===== src/rtl/inst_encoder.sv =====
// inst_encoder: packs an ID/EX micro-op back into an RV32I word and emits it with a sequential PC.
// Optional ENCODER_NOP_ON_ILLEGAL_EN: emit NOP for illegal micro-ops instead of dropping them.
package inst_encoder_pkg;
    localparam logic [3:0] ALU_OP_ADD  = 4'h0;
    localparam logic [3:0] ALU_OP_SLL  = 4'h1;
    localparam logic [3:0] ALU_OP_SLT  = 4'h2;
    localparam logic [3:0] ALU_OP_SLTU = 4'h3;
    localparam logic [3:0] ALU_OP_XOR  = 4'h4;
    localparam logic [3:0] ALU_OP_SRL  = 4'h5;
    localparam logic [3:0] ALU_OP_OR   = 4'h6;
    localparam logic [3:0] ALU_OP_AND  = 4'h7;
    localparam logic [3:0] ALU_OP_SUB  = 4'h8;
    localparam logic [3:0] ALU_OP_SRA  = 4'hD;

    localparam logic [1:0] OPSEL_RS1 = 2'd0;
    localparam logic [1:0] OPSEL_PC  = 2'd1;
    localparam logic [1:0] OPSEL_RS2 = 2'd0;
    localparam logic [1:0] OPSEL_IMM = 2'd1;
    localparam logic [1:0] WB_ALU    = 2'd0;

    localparam logic [6:0] OP_LUI   = 7'b0110111;
    localparam logic [6:0] OP_AUIPC = 7'b0010111;
    localparam logic [6:0] OP_RTYPE = 7'b0110011;
    localparam logic [6:0] OP_ITYPE = 7'b0010011;
endpackage

module inst_encoder
    import inst_encoder_pkg::*;
#(
    parameter int          WIDTH    = 32,
    parameter int          ADDR_LEN = 32,
    parameter logic [31:0] PC_BASE  = 32'h0,
    parameter int          COUNT_W  = 16
) (
    input  logic                clk,
    input  logic                reset,
    input  logic                in_valid,
    output logic                in_ready,
    input  logic [3:0]          alu_func,
    input  logic [1:0]          opsel1,
    input  logic [1:0]          opsel2,
    input  logic [1:0]          wbsel,
    input  logic                is_lui,
    input  logic [4:0]          rs1_addr,
    input  logic [4:0]          rs2_addr,
    input  logic [4:0]          rd_addr,
    input  logic                rf_w_en,
    input  logic                mem_w_en,
    input  logic [WIDTH-1:0]    imm,
    input  logic                flush,
    output logic                out_valid,
    input  logic                out_ready,
    output logic [WIDTH-1:0]    inst,
    output logic [ADDR_LEN-1:0] pc,
    output logic                illegal,
    output logic [COUNT_W-1:0]  inst_count,
    input  logic                clr_err
);

    logic                rdy_q;
    logic                out_valid_q;
    logic [WIDTH-1:0]    inst_q;
    logic [ADDR_LEN-1:0] pc_q;
    logic [ADDR_LEN-1:0] pc_next_q;
    logic                illegal_q;
    logic [COUNT_W-1:0]  cnt_q;

    logic [2:0]  f3;
    logic        f3_ok;
    logic        alt;
    logic        is_shift;
    logic        is_arith;
    logic        is_logic;
    logic        imm_s12;
    logic        imm_hi0;
    logic        shamt_ok;
    logic [31:0] enc_word;
    logic        bad;
    logic        accept;
    logic        emit;
    logic [31:0] emit_word;
    logic        out_hs;

    assign f3       = alu_func[2:0];
    assign f3_ok    = !alu_func[3] || alu_func == ALU_OP_SUB || alu_func == ALU_OP_SRA;
    assign alt      = alu_func == ALU_OP_SUB || alu_func == ALU_OP_SRA;
    assign is_shift = f3 == 3'd1 || f3 == 3'd5;
    assign is_arith = f3 == 3'd0 || f3 == 3'd2 || f3 == 3'd3;
    assign is_logic = f3 == 3'd4 || f3 == 3'd6 || f3 == 3'd7;
    // Immediate fits a sign-extended 12-bit field
    assign imm_s12  = (&imm[31:11]) || !(|imm[31:11]);
    assign imm_hi0  = !(|imm[31:12]);
    assign shamt_ok = !(|imm[31:5]);

    always_comb begin
        enc_word = 32'h0;
        bad      = 1'b0;
        if (is_lui) begin
            enc_word = {imm[31:12], rd_addr, OP_LUI};
            bad      = |imm[11:0];
        end else if (opsel1 == OPSEL_PC) begin
            enc_word = {imm[31:12], rd_addr, OP_AUIPC};
            bad      = |imm[11:0];
        end else if (opsel1 == OPSEL_RS1 && opsel2 == OPSEL_RS2) begin
            enc_word = {1'b0, alt, 5'b0, rs2_addr, rs1_addr, f3, rd_addr, OP_RTYPE};
            bad      = !f3_ok;
        end else if (opsel1 == OPSEL_RS1 && opsel2 == OPSEL_IMM) begin
            if (is_shift) begin
                enc_word = {1'b0, alu_func == ALU_OP_SRA, 5'b0, imm[4:0],
                            rs1_addr, f3, rd_addr, OP_ITYPE};
            end else begin
                enc_word = {imm[11:0], rs1_addr, f3, rd_addr, OP_ITYPE};
            end
            bad = !f3_ok || alu_func == ALU_OP_SUB
                || (is_shift && !shamt_ok)
                || (is_arith && !imm_s12)
                || (is_logic && !imm_s12 && !imm_hi0);
        end else begin
            bad = 1'b1;
        end
        if (mem_w_en || !rf_w_en || wbsel != WB_ALU) begin
            bad = 1'b1;
        end
    end

    assign in_ready = rdy_q && (!out_valid_q || out_ready);
    assign accept   = in_valid && in_ready;
    assign out_hs   = out_valid_q && out_ready;

`ifdef ENCODER_NOP_ON_ILLEGAL_EN
    assign emit      = accept;
    assign emit_word = bad ? 32'h0000_0013 : enc_word;
`else
    assign emit      = accept && !bad;
    assign emit_word = enc_word;
`endif

    always_ff @(posedge clk or posedge reset) begin
        if (reset) begin
            rdy_q       <= 1'b0;
            out_valid_q <= 1'b0;
            inst_q      <= '0;
            pc_q        <= ADDR_LEN'(PC_BASE);
            pc_next_q   <= ADDR_LEN'(PC_BASE);
            illegal_q   <= 1'b0;
            cnt_q       <= '0;
        end else begin
            rdy_q <= 1'b1;
            if (flush) begin
                out_valid_q <= 1'b0;
            end else if (emit) begin
                out_valid_q <= 1'b1;
                inst_q      <= WIDTH'(emit_word);
                pc_q        <= pc_next_q;
                pc_next_q   <= pc_next_q + ADDR_LEN'(4);
            end else if (out_ready) begin
                out_valid_q <= 1'b0;
            end
            // A new illegal op wins over a same-cycle clear
            if (accept && bad) begin
                illegal_q <= 1'b1;
            end else if (clr_err) begin
                illegal_q <= 1'b0;
            end
            if (out_hs && !(&cnt_q)) begin
                cnt_q <= cnt_q + COUNT_W'(1);
            end
        end
    end

    assign out_valid  = out_valid_q;
    assign inst       = inst_q;
    assign pc         = pc_q;
    assign illegal    = illegal_q;
    assign inst_count = cnt_q;

endmodule

===== config.mk =====
export PLATFORM = sky130hd
export DESIGN_NAME = inst_encoder
export DESIGN_NICKNAME = d
export VERILOG_FILES = /design/src/rtl/inst_encoder.sv
export SDC_FILE = /design/constraint.sdc
export NUM_CORES = 1
export LEC_CHECK = 0
export ABC_AREA = 1
export BUFFER_PORTS_ARGS = -buffer_cell sky130_fd_sc_hd__buf_4
export CORE_MARGIN = 5
export CORE_UTILIZATION = 45
export CTS_CLUSTER_SIZE = 25
export DETAILED_ROUTE_END_ITERATION = 10
export PLACE_DENSITY_LB_ADDON = 0.08
export SLEW_MARGIN = 25
export SYNTH_ARGS = -nofsm -noshare
export SYNTH_HDL_FRONTEND = slang
export SYNTH_SLANG_ARGS = --single-unit

===== constraint.sdc =====
create_clock -name clk -period 3.7 [get_ports clk]
set_input_delay 0.37 -clock clk [delete_from_list [all_inputs] [get_ports clk]]
set_output_delay 0.37 -clock clk [all_outputs]
set_load 0.02 [all_outputs]

### Word-level counts from Yosys, hierarchy flattened

Cells that the tools add are included.

* register bits after elaboration: 115
* input bits: 66
* output and inout bits: 83
* logic and storage cells: 85

* add/sub/neg operators: 2
* equal/unequal tests: 11
* multiplexer cells: 15
* bitwise gates (word level): 1
* reductions and logical operators: 49

Operators with widths (count)
* $mux 32: 5
* $add 32x3->32 const B: 1
* $reduce_or 27->1: 1
* $reduce_and 21->1: 1
* $reduce_or 21->1: 1
* $reduce_or 20->1: 1
* $add 16x1->16 const B: 1
* $logic_or 1x1->1: 16
* $reduce_and 16->1: 1
* $eq 3x3->1 const B: 4
* $logic_and 1x1->1: 12
* $reduce_or 12->1: 1
* $mux 1: 10
* $eq 4x4->1 const B: 2
* $logic_not 1->1: 8
* $eq 3x2->1 const B: 2
* $eq 2x1->1 const B: 2
* $logic_not 2->1: 2
* $reduce_bool 2->1: 2
* $eq 3x1->1 const B: 1
* $logic_not 3->1: 1
* $reduce_bool 3->1: 1
* $reduce_and 2->1: 1
* $not 1->1: 1

### Depth between registers and ports, before layout

Gate-level depths: netlist (run 1).

* word-level depth: 17
* mapped depth: 16
* gate-level depth less buffers: 15

### Worst setup path before layout (run 1)

Ideal clock, no wire load.

* path kind: register to register
* from: reg out_valid_q (netlist: out_valid)
* to: reg inst_q[7] (netlist: inst[7])
* library setup time: 65 ps
* data arrival time: 1819 ps
* path slack: 1816 ps
* stages on the path, launching flop included: 9
* clock period less this slack: 1884 ps
* path through: dfrtp_1 > nand2_1 > and2_1 > nand2_1 > nor2_1 > buf_2 > clkbuf_1 > nand3_1 > nand2_1

* word-level cells in the longest chain between the ends: 6

RTL lines
* start, declared: RTL line 61 `logic out_valid_q;`
* start signal, assigned: RTL line 141 `out_valid_q <= 1'b0;`
* start signal, assigned: RTL line 150 `out_valid_q <= 1'b0;`
* start signal, assigned: RTL line 152 `out_valid_q <= 1'b1;`
* $logic_not 1->1: RTL line 126 `assign in_ready = rdy_q && (!out_valid_q || out_ready);`
* $logic_or 1x1->1: RTL line 126
* $logic_and 1x1->1: RTL line 126
* net in_ready: RTL line 38 `output logic in_ready,`
* $logic_and 1x1->1: RTL line 127 `assign accept = in_valid && in_ready;`
* $logic_and 1x1->1: RTL line 134 `assign emit = accept && !bad;`
* $reduce_and 2->1 (no source line)
* end signal, assigned: RTL line 153 `inst_q <= WIDTH'(emit_word);`
* end, declared: RTL line 62 `logic [WIDTH-1:0] inst_q;`

The timed path passes the listed nets, and every way through them passes these cells.
A chain may end at the register's enable or synchronous reset.

### Final worst setup path (run 1)

* from: in opsel1[1]
* to: reg inst_q[17] (netlist: inst[17])

* word-level cells in the longest chain between the ends: 10

RTL lines
* start, declared: RTL line 40 `input logic [1:0] opsel1,`
* $logic_not 2->1: RTL line 104, 107
* $logic_and 1x1->1: RTL line 107 `end else if (opsel1 == OPSEL_RS1 && opsel2 == OPSEL_IMM) begin`
* $mux 1: RTL line 107
* $mux 1: RTL line 104 `end else if (opsel1 == OPSEL_RS1 && opsel2 == OPSEL_RS2) begin`
* $mux 1: RTL line 101 `end else if (opsel1 == OPSEL_PC) begin`
* $mux 1: RTL line 98 `if (is_lui) begin`
* $mux 1: RTL line 121 `if (mem_w_en || !rf_w_en || wbsel != WB_ALU) begin`
* $logic_not 1->1: RTL line 134
* $logic_and 1x1->1: RTL line 134
* $reduce_and 2->1 (no source line)

Several ways; a longest one is shown, not always the timed one.

==> flow_summary.yaml, run 1 <==
status:
  status: "complete, no violations"
critical_path:
  critical_path_class: "in2reg"
  worstPathArrival_ps: 2650
  cpMaxStageDelayCell: "o21ai_2"
  critPathRequiredTime_ps: 3940
  crit_top_cell: "inv_1"
  max_stage_delay_ps: 600
  worstPathMaxFanout: 47
  cp-start-kind: "input port"
  crit_chain: "buf_4, o21ai_2, inv_1, nand2_1, inv_1, nand2_4, nand2_4, nand3_4, buf_4, nand2_1, o21ai_2, inv_1"
  rr_startpoint: "pc_next_q[2]"
  endpoint_kind: "register"
  r2r_cells: 7
  r2r_setup_slack_ps: 1560
  timing.rr.end: "pc_next_q[18]"
synthesis:
  synth_common_cells: "229 x nand2_1, 107 x dfrtp_1, 81 x inv_1"
  yosys.cell_types.count: 42
  synth_top_flop_cell: "dfrtp_1"
  asyncSetResetFlopFracSynth_pct: 100.0
  syn-cell-area_um2: 5899
  synthTopCellsByArea: "dfrtp_1 45%, nand2_1 15%, inv_1 5.2%"
  synth_cells: 761
  ys_seq_area_share_pct: 45.39
  synth_top_cell_by_area: "dfrtp_1"
  synth-seq-cells: 107
  synth_edf_count: 0
  avgSynthCellArea_um2: 7.752
  synth-warning-count: 0
  synth_top_area_share_pct: 45.39
  synth_most_common_cell: "nand2_1"
min_path:
  hold_path.class: "in2async"
grt:
  grt_pass1_vias: 5347
  grt_pass1_wl_um: 26840
  antenna_found_initial: 0
  gr-total-overflow: 0
  grt_max_degree: 90
  grt.total_usage_pct: 20.61
cts:
  cts_tree: "done"
  clock_latency_ps: 340
  cts_sinks: 107
  postCtsSetupBuffers: 0
  ctsLongestPathBuffers: 2
  cts-root-buf: "clkbuf_16"
  cts_resized: 0
  cts_hold_buffers: 0
  clkTransAtPathRegs_ps: 70
  ctsHtreeMaxLevel: 3
  cts_buffers: 9
sta:
  setup_viol: 0
  fmax_mhz: 415.3
  clock_skew_ps: 7.754
  finalMaxSlewViolations: 0
  fin_tns_setup_ps: 0
  post-route-period-util_pct: 65.08
  final-hold-violation-count: 0
  hold_slack_ps: 174.9
  rsz0062_at_grt: "false"
  fin_crit_ps: 2408
  tightestPinTransition_ps: 785.0
  max_slew_margin_pct: 47.67
power:
  vdd_drop_max_uv: 173.9
  p_int_uw: 1721
  clkPwrFrac_pct: 40.4
  seqPwrFrac_pct: 51.5
  powerDensity_nw_per_um2: 311.2
  combPwrFrac_pct: 8.1
  p_leak_uw: 0.003781
  swShare_pct: 24.41
  p_sw_uw: 555.8
finish:
  postLayoutCoreUtil_pct: 57.50
  final_nets: 958
  synthToLayoutAreaGrowth_pct: 24.01
  n_antenna_cell: 0
  layoutNonFillerInstCount: 1065
  drive_above_1_share_pct: 21.95
  fillers: 1239
die:
  die_w_um: 124.5
  initial_core_util_pct: 46.37
  die_area_um2: 15500
  pin_count: 149
  placementRows: 41
  die_h_um: 124.5
  core_area_um2: 12720
detailed_routing:
  drt_pre_antenna_iters: 5
  routedWlPerCell_um: 14.92
  vias: 5393
  route.detailed.drc: 0
  antenna_left: 0
  drt_wl_total_um: 15890
  vias_per_cell: 5.064
  drt-initial-drc-count: 362
placement:
  portBuffers: 144
  dp_cells: 1051
  hpwlAfterDp_um: 11800
  place_congestion: 0.9372
flow_run:
  max-cap-violations: 0
-- power groups by stage --
stage | Combinational (uW) | Clock (uW) | Sequential (uW)
2_1_floorplan | 86.4 | 0 | 1200
3_3_place_gp | 183 | 0 | 1200
3_5_place_dp | 185 | 0 | 1200
4_1_cts | 185 | 945 | 1170
5_1_grt | 204 | 993 | 1170
6_report | 185 | 919 | 1170
-- state kept, by name (all words and copies together) (netlist names) --
signal and cells:
illegal 1, inst 28, inst_count 16, out_valid 1, pc 30, pc_next_q 30
rdy_q 1
-- area by class of cell --
class | instances | area, um2 | share of cell area [%]
well taps | 172 | 215.2 | 2.942
multi-input cells | 537 | 2698 | 36.87
inverters | 85 | 324.1 | 4.430
clock inverters | 4 | 36.28 | 0.4960
flip-flops and latches | 107 | 2678 | 36.60
clock buffers | 10 | 239.0 | 3.267
repair buffers | 150 | 1126 | 15.39
-- per-stage QoR --
| step | setup WS, ps | power (uW) | cell area, um2 |
|---|---|---|---|
| 2_1_floorplan | 512.8 | 1286 | 5911 |
| 3_3_place_gp | 1106 | 1379 | 7038 |
| 3_5_place_dp | 962.5 | 1381 | 7041 |
| 4_1_cts | 1329 | 2303 | 7316 |
| 5_1_grt | 984.2 | 2371 | 7316 |
| 6_report | 1292 | 2277 | 7316 |
-- how the worst max path moves through the flow --
stage	startpoint	end	slack, ps	cells past startpoint
2_1_floorplan	reset	illegal	510	1
3_3_place_gp	opsel1[1]	pc[2]	1110	12
3_5_place_dp	opsel1[1]	inst[17]	960	12
4_1_cts	opsel1[1]	inst[17]	1330	12
5_1_grt	opsel1[1]	inst[27]	980	12
6_report	opsel1[1]	inst[17]	1290	12
-- metal layers --
| layer | part of all wire [%] | global-route usage (%) |
|---|---|---|
| met2 | 49 | 34.61 |
| met3 | 5.2 | 3.859 |
| met5 | 0 | 0 |
| met4 | 0.86 | 5.416 |
| met1 | 45 | 27.44 |
-- critical path: cells and delay by family --
family / cells / cell delay (ps)
buf+inv: 5 / 1040
simple gates: 5 / 520
compound gates: 2 / 680
-- logic make-up after synthesis --
family | count (synthesis) | synth area share (%)
simple gates | 427 | 32.11
other cells | 2 | 0.1273
compound gates | 63 | 6.766
flops | 107 | 45.39
buf+inv | 120 | 9.120
fa+ha+maj | 2 | 0.4241
xor+xnor | 40 | 6.066
-- cells in the final DEF (no fill, tap or decap), types with 11 or more instances in the layout --
master and n:
o21ai_0 26, nor3_1 19, o21ai_1 11, xnor2_1 13, nand4_1 39, nand2_1 229, nor2_1 61, xor2_1 26
nand3_1 52, buf_4 150, inv_1 80, dfrtp_1 107
(Power assumes the default switching activity.)
==> inputs of run 2 (changes only) <==
==> constraint.sdc (replaced) <==
create_clock -name clk -period 2.15 [get_ports clk]
set_input_delay 0.215 -clock clk [delete_from_list [all_inputs] [get_ports clk]]
set_output_delay 0.215 -clock clk [all_outputs]
set_load 0.02 [all_outputs]
==> run 2 against run 1 <==
Compared with the run above:
- the flow now finishes with violations (negative hold slack)
- non-clock buffer count grew 12
- sequential power up 73%
- highest routed layer unchanged
- combinational power up 79%
- critical path type is now reg2reg
- critical path depth shrank 5
- sequential share of layout area decreased by 0.63 points
- die area stayed put
- clock power up 63%
- global-route usage is 0.47 points higher
==> flow_summary.yaml, run 2 (synthesized netlist as in run 1, its figures left out) <==
detailed_routing:
  drt_wl_total_um: 15930
  top_layer_used: "met4"
  wl_met3_um: 644
  vias: 5383
  route.detailed.drc: 0
  routedWlPerCell_um: 14.81
  drt_pre_antenna_iters: 4
  drt-initial-drc-count: 298
  antenna_left: 0
  vias_per_cell: 5.003
  dr_wl_met2_um: 7853
  wl_met1_um: 7251
grt:
  gr-total-overflow: 0
  grt_pass1_vias: 5362
  grt.total_usage_pct: 21.08
  antenna_found_initial: 0
  grt_pass1_wl_um: 27160
  grt_max_degree: 95
cts:
  cts_sinks: 107
  ctsLongestPathBuffers: 2
  cts_buffers: 9
  cts_tree: "done"
  clock_latency_ps: 350
  ctsHtreeMaxLevel: 3
  postCtsSetupBuffers: 0
  clkTransAtPathRegs_ps: 70
  cts-root-buf: "clkbuf_16"
power:
  vdd_drop_max_uv: 428.7
  p_leak_uw: 0.003850
  powerDensity_nw_per_um2: 517.1
sta:
  finalMaxSlewViolations: 0
  final-hold-violation-count: 12
  clock_skew_ps: 7.859
  fin_crit_ps: 1945
  post-route-period-util_pct: 90.48
  tightestPinTransition_ps: 751.6
  fmax_mhz: 514.0
  max_slew_margin_pct: 49.79
  fin_tns_setup_ps: 0
  hold_slack_ps: -11.17
  rsz0062_at_grt: "false"
  setup_viol: 0
die:
  die_w_um: 124.5
  placementRows: 41
  pin_count: 149
  initial_core_util_pct: 46.37
  die_area_um2: 15500
  die_h_um: 124.5
  core_area_um2: 12720
finish:
  synthToLayoutAreaGrowth_pct: 26.17
  final_common_cell: "nand2_1"
  final_nets: 970
  drive_above_1_share_pct: 23.12
  layoutNonFillerInstCount: 1076
  n_antenna_cell: 0
  layout_common_cells: "229 x nand2_1, 158 x buf_4, 107 x dfrtp_1"
critical_path:
  cp-start-kind: "register"
  critical_path_class: "reg2reg"
  r2r_cells: 7
  worstPathMaxFanout: 5
  endpoint_kind: "register"
  worstPathArrival_ps: 2190
  critPathRequiredTime_ps: 2390
status:
  status: "finished with violations"
  violations: "negative hold slack"
placement:
  dp_cells: 1063
  hpwlAfterDp_um: 12070
  place_congestion: 0.9147
  portBuffers: 144
flow_run:
  max-cap-violations: 0
min_path:
  hold_path.class: "in2async"
==> run 2: cell types whose count changed in the layout (fill, tap and decap cells not counted), sizes merged <==
cell      delta
buf         +12
inv          -3
clkinv       +1
clkinvlp     +1
==> run 2: critical path: stages, from the launching register on <==
cell and delay [ps]:
dfrtp_1 500, ha_1 230, nand3_1 180, or3_1 470
nor2_1 190, nand4_1 130, nand2_1 80, nand2_1 50
==> run 2: timing repair <==
action                                  4_1_cts  5_1_grt
resized for setup                             0        2
hold buffers                                  0        0
endpoints found under the setup margin        0        2
==> run 2: layer usage <==
metal / global-route usage (%) / vias up
met3: 5.274 / 17
met4: 5.029 / 0
met2: 35.56 / 109
met1: 27.30 / 2534
met5: 0 / -
li1: - / 2723
==> run 2: per-stage QoR <==
stage | total power (uW) | util, % | setup slack, ps | instance area (um2) | hold WS, ps
4_1_cts | 3892 | 58.45 | 134.1 | 7436 | 3.594
3_5_place_dp | 2392 | 56.43 | 135.9 | 7179 | 382.8
3_3_place_gp | 2386 | 56.43 | 164.1 | 7179 | 376.8
6_report | 3849 | 58.51 | 204.6 | 7443 | -11.17
5_1_grt | 4018 | 58.51 | 45.76 | 7443 | 33.11
2_1_floorplan | 2213 | - | 266.3 | 5914 | 322.3
==> run 2: worst paths after layout <==
path	to	slack (ps)	start
setup / recovery	pc_next_q[24]	200	pc_next_q[2]
hold reg to reg	pc[17]	480	pc[17]
min in group clk	illegal	60	clr_err
max in group asynchronous	pc[24]	1520	reset
hold / removal	inst[4]	-10	reset
setup reg to reg	pc_next_q[24]	200	pc_next_q[2]
==> run 2: report_power, final <==
group	switching [uW]	internal, uW	total (uW)
sequential	3.11	2020	2020
clock	704	793	1500
combinational	194	137	331
total	901	2950	3850
==> run 2: final cells by class <==
class                           count  area (um2)
Clock inverter                      3       17.52
Fill cell                        1252        5279
Inverter                           85       322.8
Tap cell                          172       215.2
Clock buffer                       10       239.0
Sequential cell                   107        2678
Multi-Input combinational cell    537        2705
Timing Repair Buffer              162        1266
==> inputs of run 3 (changes only) <==
--- a/config.mk
+++ b/config.mk
@@ -7,7 +7,6 @@
 export LEC_CHECK = 0
 export ABC_AREA = 1
 export BUFFER_PORTS_ARGS = -buffer_cell sky130_fd_sc_hd__buf_4
-export CORE_MARGIN = 5
 export CORE_UTILIZATION = 45
 export CTS_CLUSTER_SIZE = 25
 export DETAILED_ROUTE_END_ITERATION = 10
==> constraint.sdc (replaced) <==
create_clock -name clk -period 2.2 [get_ports clk]
set_input_delay 0.22 -clock clk [delete_from_list [all_inputs] [get_ports clk]]
set_output_delay 0.22 -clock clk [all_outputs]
set_load 0.02 [all_outputs]
==> run 3 against run 2 <==
Compared with the run above:
- setup slack lost 13 ps
- the flow now finishes without violations
- clock skew down 2.1 ps
- largest power group unchanged
- power is 1.2% higher
==> flow_summary.yaml, run 3 (synthesized netlist as in run 1, its figures left out) <==
cts:
  cts_tree: "done"
  clkTransAtPathRegs_ps: 80
  clock_latency_ps: 350
  cts_buffers: 9
  postCtsSetupBuffers: 0
  ctsLongestPathBuffers: 2
  cts_sinks: 107
  ctsHtreeMaxLevel: 3
  cts-root-buf: "clkbuf_16"
detailed_routing:
  wl_met1_um: 7022
  drt_pre_antenna_iters: 6
  route.detailed.drc: 0
  drt_wl_total_um: 15460
  wl_met3_um: 671
  vias_per_cell: 5.013
  antenna_left: 0
  top_layer_used: "met4"
  routedWlPerCell_um: 14.31
  dr_wl_met2_um: 7523
  vias: 5414
  drt-initial-drc-count: 329
sta:
  finalMaxSlewViolations: 0
  clock_skew_ps: 5.726
  post-route-period-util_pct: 91.28
  final-hold-violation-count: 0
  setup_viol: 0
  rsz0062_at_grt: "false"
  fin_crit_ps: 2008
  fmax_mhz: 498.0
  fin_tns_setup_ps: 0
min_path:
  min_path_cells: 2
  min_to: "illegal"
  hold_path.class: "in2reg"
  hp-start: "clr_err"
finish:
  drive_above_1_share_pct: 23.13
  synthToLayoutAreaGrowth_pct: 27.00
  final_common_cell: "nand2_1"
  final_nets: 971
  n_antenna_cell: 0
  postLayoutCoreUtil_pct: 58.89
  layout_common_cells: "229 x nand2_1, 157 x buf_4, 107 x dfrtp_1"
critical_path:
  r2r_setup_slack_ps: 190
  worstPathMaxFanout: 7
  worstPathArrival_ps: 2240
  critical_path_class: "reg2reg"
  endpoint_kind: "register"
  timing.rr.end: "inst_count[8]"
  rr_startpoint: "inst_count[0]"
  critPathRequiredTime_ps: 2440
  r2r_cells: 10
  cp-start-kind: "register"
die:
  die_w_um: 116.5
  placementRows: 41
  pin_count: 149
  die_area_um2: 13570
  die_h_um: 116.5
  initial_core_util_pct: 46.37
  core_area_um2: 12720
power:
  powerDensity_nw_per_um2: 519.8
  vdd_drop_max_uv: 358.9
  p_leak_uw: 0.003872
grt:
  grt_max_degree: 95
  antenna_found_initial: 0
  grt_pass1_wl_um: 24630
  gr-total-overflow: 0
  grt.total_usage_pct: 23.58
  grt_pass1_vias: 4882
status:
  status: "complete, no violations"
flow_run:
  max-cap-violations: 0
placement:
  hpwlAfterDp_um: 11620
  place_congestion: 0.8709
  portBuffers: 144
run 3: worst max-delay path, stage by stage (launching register included):
cell     delay [ps]
dfrtp_1         430
ha_1            230
nand3_1         110
nor2_1           60
nand4_1          70
nand3_1         230
inv_1           180
nand2_1         110
nor2_1          230
nand2_1         110
xnor2_1         140
run 3: layout make-up:
class	count	area (um2)
Fill cell	1225	5230
Tap cell	172	215.2
Inverter	85	322.8
Sequential cell	107	2678
Clock inverter	5	42.54
Multi-Input combinational cell	537	2703
Timing Repair Buffer	163	1289
Clock buffer	11	242.7
run 3: worst max-delay path by stage:
stage	startpoint	endpoint	slack (ps)	cells past startpoint
3_3_place_gp	inst_count[0]	inst_count[15]	210	9
5_1_grt	inst_count[0]	inst_count[8]	7	10
6_report	inst_count[0]	inst_count[8]	190	10
4_1_cts	inst_count[0]	inst_count[15]	170	9
2_1_floorplan	out_valid	inst[7]	320	8
3_5_place_dp	imm[22]	inst[19]	130	16
run 3: where the power goes:
group	switching [uW]	total [uW]	internal (uW)
logic	189	325	136
registers	2.93	1970	1970
clock network	779	1600	818
total	971	3890	2920
run 3: metrics by stage:
step	power, uW	cells	worst slack [ps]	hold WS (ps)	cell area, um2
2_1_floorplan	2163	764	316.3	327.3	5914
3_3_place_gp	2335	1063	210.2	272.0	7192
3_5_place_dp	2338	1063	132.8	270.6	7192
4_1_cts	3937	1080	167.4	46.95	7487
5_1_grt	4039	1080	6.789	50.23	7492
6_report	3894	1080	191.9	57.76	7492
run 3: timing repair:
action / CTS / global route
gates resized for setup: 0 / 1
setup endpoints to repair: 0 / 1
hold buffers: 1 / 0
endpoints found under the hold margin: 16 / 0
run 3: metal layers:
metal  up-vias  GRT usage [%]
li1       2731              -
met1      2508          31.50
met2       154          39.37
met3        21          3.996
met4         0          6.752
met5         -              0
